`src/rtl/pkg_teclado.sv`:
```
// Shared definitions for the keypad code-entry sequencer.
//   - key-code constants produced by the matrix-keypad decoder
//   - sequencer state encoding
//   - registered status bundle driven to the access/actuator logic
//   - key classification helpers
package pkg_teclado;

    localparam logic [3:0] TECLA_CONFIRMA = 4'hA;
    localparam logic [3:0] TECLA_APAGA    = 4'hB;
    localparam logic [3:0] TECLA_LIMPA    = 4'hC;
    localparam logic [3:0] TECLA_NULA     = 4'hF;  // also the "empty slot" nibble

    typedef enum logic [2:0] {
        OCIOSO,
        ENTRADA,
        VERIFICAR,
        SUCESSO,
        FALHA,
        BLOQUEIO
    } estado_t;

    typedef struct packed {
        logic acesso_ok;
        logic acesso_negado;
        logic bloqueado;
        logic ocupado;
    } status_t;

    function automatic logic eh_digito(input logic [3:0] tecla);
        return tecla <= 4'd9;
    endfunction

    // 0xD..0xF carry no meaning: they neither edit nor refresh the idle timer
    function automatic logic eh_ignorada(input logic [3:0] tecla);
        return tecla > TECLA_LIMPA;
    endfunction

endpackage

```
`src/rtl/temporizador_ciclos.sv`:
```
// Up-counter with synchronous clear and terminal-count flag.
//   clk, rst  : clock / async active-high reset
//   limpa     : clear to zero (has priority over habilita)
//   habilita  : count one cycle
//   fim       : high while the count equals CICLOS-1
// The count saturates at CICLOS-1, so it can never wrap.
module temporizador_ciclos #(
    parameter int CICLOS = 1000
) (
    input  logic clk,
    input  logic rst,
    input  logic limpa,
    input  logic habilita,
    output logic fim
);

    localparam int W = (CICLOS > 1) ? $clog2(CICLOS) : 1;

    logic [W-1:0] cnt;

    always_ff @(posedge clk or posedge rst) begin
        if (rst)
            cnt <= '0;
        else if (limpa)
            cnt <= '0;
        else if (habilita && !fim)
            cnt <= cnt + W'(1);
    end

    assign fim = (cnt == W'(CICLOS - 1));

endmodule

```
`src/rtl/controlador_entrada_senha.sv`:
```
// Code-entry sequencer downstream of the keypad decoder.
// Assembles a NUM_DIGITOS-digit code from key events, handles confirm /
// backspace / clear, checks against senha_ref, enforces an idle timeout and
// a lockout after MAX_TENTATIVAS consecutive failures.
//
// Ports:
//   clk, rst       clock, async active-high reset
//   tecla_value    decoded key code (sampled on the rising edge of tecla_valid)
//   tecla_valid    high while a debounced key is held
//   senha_ref      reference code, last digit in [3:0]
//   digitos        entry buffer, newest digit in [3:0], empty nibbles = 4'hF
//   num_digitos    number of digits entered
//   acesso_ok      1-cycle pulse on a correct code
//   acesso_negado  1-cycle pulse on a wrong or incomplete code
//   bloqueado      high during lockout
//   ocupado        high whenever not idle
//
// Build option: define SENHA_MASCARADA_EN to show every entered digit as
// 4'hE on digitos (comparison still uses the real digits).
module controlador_entrada_senha
    import pkg_teclado::*;
#(
    parameter int NUM_DIGITOS     = 4,
    parameter int TIMEOUT_CICLOS  = 1000,
    parameter int MAX_TENTATIVAS  = 3,
    parameter int BLOQUEIO_CICLOS = 5000
) (
    input  logic                     clk,
    input  logic                     rst,
    input  logic [3:0]               tecla_value,
    input  logic                     tecla_valid,
    input  logic [4*NUM_DIGITOS-1:0] senha_ref,
    output logic [4*NUM_DIGITOS-1:0] digitos,
    output logic [3:0]               num_digitos,
    output logic                     acesso_ok,
    output logic                     acesso_negado,
    output logic                     bloqueado,
    output logic                     ocupado
);

    localparam int BW = 4 * NUM_DIGITOS;
    localparam int FW = $clog2(MAX_TENTATIVAS + 1);
    localparam logic [3:0]    CHEIO   = 4'(NUM_DIGITOS);
    localparam logic [BW-1:0] VAZIO   = {NUM_DIGITOS{TECLA_NULA}};
    localparam logic [FW-1:0] LIMITE  = FW'(MAX_TENTATIVAS);

    estado_t       estado, prox_estado;
    logic [BW-1:0] buffer, prox_buffer;
    logic [3:0]    contagem, prox_contagem;
    logic [FW-1:0] falhas, prox_falhas;
    status_t       status;

    logic tecla_q;
    logic evento;
    logic evento_util;
    logic fim_ocioso;
    logic fim_bloqueio;

    // Written via a wide temporary so the slices stay legal for NUM_DIGITOS=1
    function automatic logic [BW-1:0] entra_digito(input logic [BW-1:0] b,
                                                   input logic [3:0]    d);
        logic [BW+3:0] t;
        t = {b, d};
        return t[BW-1:0];
    endfunction

    function automatic logic [BW-1:0] apaga_digito(input logic [BW-1:0] b);
        logic [BW+3:0] t;
        t = {TECLA_NULA, b};
        return t[BW+3:4];
    endfunction

    // Rising-edge detector: one event per press, however long it is held.
    // Runs in every state; an edge seen where keys are ignored is simply lost.
    always_ff @(posedge clk or posedge rst) begin
        if (rst)
            tecla_q <= 1'b0;
        else
            tecla_q <= tecla_valid;
    end

    assign evento      = tecla_valid && !tecla_q;
    assign evento_util = evento && !eh_ignorada(tecla_value);

    temporizador_ciclos #(.CICLOS(TIMEOUT_CICLOS)) u_tmr_ocioso (
        .clk      (clk),
        .rst      (rst),
        .limpa    ((estado != ENTRADA) || evento_util),
        .habilita (estado == ENTRADA),
        .fim      (fim_ocioso)
    );

    // Held at zero outside BLOQUEIO, so it is freshly loaded on entry
    temporizador_ciclos #(.CICLOS(BLOQUEIO_CICLOS)) u_tmr_bloqueio (
        .clk      (clk),
        .rst      (rst),
        .limpa    (estado != BLOQUEIO),
        .habilita (estado == BLOQUEIO),
        .fim      (fim_bloqueio)
    );

    always_ff @(posedge clk or posedge rst) begin
        if (rst) begin
            estado   <= OCIOSO;
            buffer   <= VAZIO;
            contagem <= '0;
            falhas   <= '0;
        end else begin
            estado   <= prox_estado;
            buffer   <= prox_buffer;
            contagem <= prox_contagem;
            falhas   <= prox_falhas;
        end
    end

    always_comb begin
        prox_estado   = estado;
        prox_buffer   = buffer;
        prox_contagem = contagem;
        prox_falhas   = falhas;

        case (estado)
            OCIOSO: begin
                if (evento) begin
                    if (eh_digito(tecla_value)) begin
                        prox_buffer   = entra_digito(VAZIO, tecla_value);
                        prox_contagem = 4'd1;
                        prox_estado   = ENTRADA;
                    end else if (tecla_value == TECLA_CONFIRMA) begin
                        prox_estado = FALHA;
                    end
                end
            end

            ENTRADA: begin
                // A key event wins over a timeout landing in the same cycle
                if (evento_util) begin
                    if (eh_digito(tecla_value)) begin
                        if (contagem < CHEIO) begin
                            prox_buffer   = entra_digito(buffer, tecla_value);
                            prox_contagem = contagem + 4'd1;
                        end
                    end else if (tecla_value == TECLA_APAGA) begin
                        // contagem >= 1 is guaranteed while in ENTRADA
                        prox_buffer   = apaga_digito(buffer);
                        prox_contagem = contagem - 4'd1;
                        if (contagem == 4'd1)
                            prox_estado = OCIOSO;
                    end else if (tecla_value == TECLA_LIMPA) begin
                        prox_buffer   = VAZIO;
                        prox_contagem = '0;
                        prox_estado   = OCIOSO;
                    end else begin
                        prox_estado = VERIFICAR;
                    end
                end else if (fim_ocioso) begin
                    prox_buffer   = VAZIO;
                    prox_contagem = '0;
                    prox_estado   = OCIOSO;
                end
            end

            VERIFICAR: begin
                if ((contagem == CHEIO) && (buffer == senha_ref))
                    prox_estado = SUCESSO;
                else
                    prox_estado = FALHA;
            end

            SUCESSO: begin
                prox_buffer   = VAZIO;
                prox_contagem = '0;
                prox_falhas   = '0;
                prox_estado   = OCIOSO;
            end

            FALHA: begin
                prox_buffer   = VAZIO;
                prox_contagem = '0;
                prox_falhas   = falhas + FW'(1);
                if ((falhas + FW'(1)) == LIMITE)
                    prox_estado = BLOQUEIO;
                else
                    prox_estado = OCIOSO;
            end

            BLOQUEIO: begin
                if (fim_bloqueio) begin
                    prox_falhas = '0;
                    prox_estado = OCIOSO;
                end
            end

            default: begin
                prox_buffer   = VAZIO;
                prox_contagem = '0;
                prox_falhas   = '0;
                prox_estado   = OCIOSO;
            end
        endcase
    end

    // Status flags decoded from the current state, registered
    always_ff @(posedge clk or posedge rst) begin
        if (rst) begin
            status <= '0;
        end else begin
            status.acesso_ok     <= (estado == SUCESSO);
            status.acesso_negado <= (estado == FALHA);
            status.bloqueado     <= (estado == BLOQUEIO);
            status.ocupado       <= (estado != OCIOSO);
        end
    end

    assign acesso_ok     = status.acesso_ok;
    assign acesso_negado = status.acesso_negado;
    assign bloqueado     = status.bloqueado;
    assign ocupado       = status.ocupado;
    assign num_digitos   = contagem;

`ifdef SENHA_MASCARADA_EN
    // Occupied slots are exactly the low contagem nibbles
    always_comb begin
        digitos = buffer;
        for (int i = 0; i < NUM_DIGITOS; i++) begin
            if (4'(i) < contagem)
                digitos[4*i +: 4] = 4'hE;
        end
    end
`else
    assign digitos = buffer;
`endif

endmodule

```
`config.mk`:
```
export PLATFORM = sky130hd
export DESIGN_NAME = controlador_entrada_senha
export DESIGN_NICKNAME = d
export VERILOG_FILES = /design/src/rtl/pkg_teclado.sv /design/src/rtl/temporizador_ciclos.sv /design/src/rtl/controlador_entrada_senha.sv
export SDC_FILE = /design/constraint.sdc
export NUM_CORES = 1
export LEC_CHECK = 0
export ABC_AREA = 1
export BUFFER_PORTS_ARGS = -buffer_cell sky130_fd_sc_hd__buf_4
export CORE_ASPECT_RATIO = 1.25
export CORE_MARGIN = 1.5
export CORE_UTILIZATION = 35
export CTS_BUF_LIST = sky130_fd_sc_hd__clkbuf_2 sky130_fd_sc_hd__clkbuf_4 sky130_fd_sc_hd__clkbuf_8
export DETAILED_ROUTE_END_ITERATION = 8
export PLACE_DENSITY_LB_ADDON = 0.2
export REMOVE_ABC_BUFFERS = 1
export SKIP_LAST_GASP = 1
export SLEW_MARGIN = 10
export SYNTH_ARGS = -nofsm -noshare
export SYNTH_HDL_FRONTEND = slang
export SYNTH_SLANG_ARGS = --single-unit
```
`constraint.sdc`:
```
create_clock -name clk -period 3.4 [get_ports clk]
set_input_delay 0.17 -clock clk [delete_from_list [all_inputs] [get_ports clk]]
set_output_delay 0.17 -clock clk [all_outputs]
set_load 0.01 [all_outputs]
```
==> load_flow_metrics.sql <==
INSERT INTO impl_metrics (metric_group, metric, value, unit) VALUES
('pwr', 'power-per-cell-area', '733', 'nW/um^2'),
('critical_path', 'cp_top_family', 'simple AND/OR/NAND/NOR gates', ''),
('floorplanning', 'chip_height', '110', 'um'),
('final_layout', 'mostFrequentLayoutCells', 'nand2_1 (123), nor2_1 (59), inv_1 (49)', ''),
('floorplanning', 'core_area', '8800', 'sq um'),
('sta', 'timing.slew.headroom', '0.404', ''),
('yosys', 'syn_avg_cell_area', '7.32', 'sq um'),
('cts', 'cts.root.buffer_cell', 'clkbuf_8', ''),
('pwr', 'comb_power_share', '0.460', ''),
('yosys', 'synth-warning-count', '0', ''),
('status', 'outcome', 'complete, no violations', ''),
('critical_path', 'crit_path_end_kind', 'register', ''),
('detailed_routing', 'dr.first_iter.drc_count', '133', ''),
('global_routing', 'grt.met3_usage', '0.0323', ''),
('detailed_routing', 'vias_per_cell', '4.74', ''),
('cts', 'worst_skew_pair.late_latency', '0.31', 'ns'),
('sta', 'timing_worst_slew_pin_value', '0.893', 'ns'),
('global_routing', 'gr-total-overflow', '0', ''),
('critical_path', 'worst-endpoint-required', '3.65', 'ns'),
('pwr', 'seq_power_share', '0.384', ''),
('detailed_routing', 'wl_per_cell', '12.5', 'um'),
('final_layout', 'finish.net_count', '517', ''),
('cts', 'tritoncts', 'yes', ''),
('yosys', 'synth.cell_area', '3200', 'sq um'),
('sta', 'finalMaxSlewViolations', '0', ''),
('sta', 'rsz_0062_raised_after_global_routing', 'no', ''),
('global_routing', 'grt_max_degree', '44', ''),
('min_path', 'worstHoldPathType', 'in2async', ''),
('yosys', 'yosys_register_bits', '53', ''),
('final_layout', 'diode_insertion_count_for_antenna_repair', '0', ''),
('critical_path', 'crit_path_buffers_inverters', '4', ''),
('global_routing', 'vias_in_the_first_global_route', '2639', ''),
('placement', 'gp_routability_congestion', '0.891', ''),
('sta', 'fin_crit_share', '0.572', ''),
('cts', 'cts-htree-levels', '2', ''),
('yosys', 'synth.yosys.seq_area_share', '0.421', ''),
('critical_path', 'critical_path.max_stage_delay', '0.54', 'ns'),
('final_layout', 'post_route_cells_drive_above_1_share', '0.201', ''),
('final_layout', 'layout_commonest_cell', 'nand2_1', ''),
('sta', 'hold_viol_final', '0', ''),
('detailed_routing', 'total_wire_length', '7580', 'um'),
('sta', 'hold_slack', '0.0515', 'ns'),
('critical_path', 'critical_path.startpoint_type', 'input port', ''),
('cts', 'cts_post_setup_buffers_inserted', '0', ''),
('floorplanning', 'floorplan.initialDensity', '0.364', ''),
('yosys', 'number_of_distinct_library_cells_after_synthesis', '32', ''),
('detailed_routing', 'dr_total_vias', '2881', ''),
('pwr', 'netSwitchingFraction', '0.427', ''),
('critical_path', 'critical_path.cell_chain', 'dlygate4sd3_1 > buf_4 > inv_1 > nor2_2 > nand2_1 > nand2_2 > nand2_2 > nor2_2 > nor2_4 > nand2_8 > inv_4 > nand2_1 > o21ai_2', ''),
('sta', 'fin_worst_skew', '0.0112', 'ns'),
('cts', 'cts_repair_resize_count', '0', ''),
('critical_path', 'timing.critical_path.fanout_max', '26', ''),
('floorplanning', 'dieArea', '9730', 'sq um'),
('global_routing', 'antenna_violations_before_repair', '0', ''),
('yosys', 'syn-instance-count', '437', ''),
('detailed_routing', 'remaining_routing_drc_violations', '0', ''),
('detailed_routing', 'drt_pre_antenna_iters', '5', ''),
('sta', 'clock.fmax', '514', 'MHz'),
('pwr', 'worst_ir_drop_vdd', '0.240', 'mV'),
('cts', 'cts_inserted_buffers', '5', ''),
('sta', 'timing.final.setup_violations', '0', ''),
('global_routing', 'gr-usage-all-layers', '0.163', ''),
('global_routing', 'global_route_wire_length_before_repair', '12400', 'um'),
('floorplanning', 'num_rows', '38', ''),
('pwr', 'leakagePower', '1.83', 'nW'),
('floorplanning', 'boundaryPins', '47', ''),
('global_routing', 'use_met2', '0.269', ''),
('critical_path', 'critPathKind', 'in2reg', ''),
('placement', 'post-dp-hpwl', '5820', 'um'),
('global_routing', 'global_route.usage.met1', '0.214', ''),
('sta', 'finalWorstPathRequiredPeriod', '1.95', 'ns');
-- stage by stage --
step | cell area [sq um] | total power, W | utilization | cells | setup WS [ns]
2_1_floorplan | 3160 | 0.00190 | - | 432 | 1.79
3_3_place_gp | 3670 | 0.00235 | 0.417 | 599 | 1.59
3_5_place_dp | 3670 | 0.00237 | 0.417 | 599 | 1.52
4_1_cts | 3790 | 0.00281 | 0.431 | 608 | 1.48
5_1_grt | 3790 | 0.00300 | 0.431 | 608 | 1.31
6_report | 3790 | 0.00278 | 0.431 | 608 | 1.45
-- power by group through the flow --
stage | Sequential, W | Clock (W) | Combinational [W]
after CTS | 0.00107 | 0.000446 | 0.00129
after global routing | 0.00110 | 0.000465 | 0.00144
after detailed placement | 0.00108 | 0 | 0.00129
final | 0.00107 | 0.000432 | 0.00128
after global placement | 0.00108 | 0 | 0.00127
after floorplan | 0.00109 | 0 | 0.000817
-- state kept, by name, summed over array words and instances, names as in the netlist --
signal              count
digitos                16
u_tmr_bloqueio.cnt     13
u_tmr_ocioso.cnt       10
num_digitos             4
estado                  3
falhas                  2
acesso_negado           1
acesso_ok               1
bloqueado               1
ocupado                 1
tecla_q                 1
-- area by class of cell --
type,instances,area [sq um]
inverters,56,213
clock buffers,5,68.8
clock inverters,3,41.3
well taps,120,150
fillers,921,5010
multi-input cells,323,1610
flip-flops and latches,53,1350
repair buffers,48,363
-- metal layers --
metal	part of all wire	up-vias	wire length, um
met2	0.49	50	3680
met3	0.038	10	288
met4	0.016	0	123
met5	0	-	0
li1	-	1487	-
met1	0.46	1334	3490
-- timing repair --
item | 4_1_cts | 5_1_grt
endpoints found under the setup margin | 0 | 0
hold buffers | 1 | 0
hold endpoints to repair | 1 | 0
-- final timing paths --
check	end	cells past startpoint	start	slack [ns]
max	digitos[0]$_DFFE_PP1P_	13	tecla_valid	1.45
min	acesso_negado$_DFF_PP0_	2	rst	0.05
max reg2reg	digitos[0]$_DFFE_PP1P_	10	estado[2]$_DFFE_PP0P_	1.53
min reg2reg	u_tmr_bloqueio.cnt[9]$_DFFE_PP0P_	1	u_tmr_bloqueio.cnt[9]$_DFFE_PP0P_	0.50
max in group asynchronous	digitos[6]$_DFFE_PP1P_	3	rst	2.59
min in group clk	digitos[3]$_DFFE_PP1P_	3	tecla_value[3]	0.21
-- synthesized netlist by cell type (all sizes together) --
cell,instances,area (sq um)
nand2,129,518
ha,7,87.6
inv,56,213
nor4,1,6.26
xor2,6,52.6
o21a,1,7.51
dfstp,16,420
nand4,7,43.8
dfrtp,37,926
nand3b,1,7.51
nor2,66,280
nor3,11,55.1
o22ai,6,37.5
a21oi,18,90.1
nand3,18,95.1
o21ai,41,231
xnor2,9,78.8
and3,1,6.26
o211ai,1,7.51
buf,5,36.3
-- logic make-up (layout without fill, tap and decap cells) --
kind of cell,count (synthesis),in the layout,share of synthesized area
buffers and inverters,61,112,0.0778
and+or+nand+nor,234,234,0.316
xor gates and xnor gates,15,15,0.0410
AOI/OAI and AO/OA,67,67,0.117
adders and majority gates,7,7,0.0274
DFF,53,53,0.421
No activity file was read; power rests on OpenSTA's default activity.
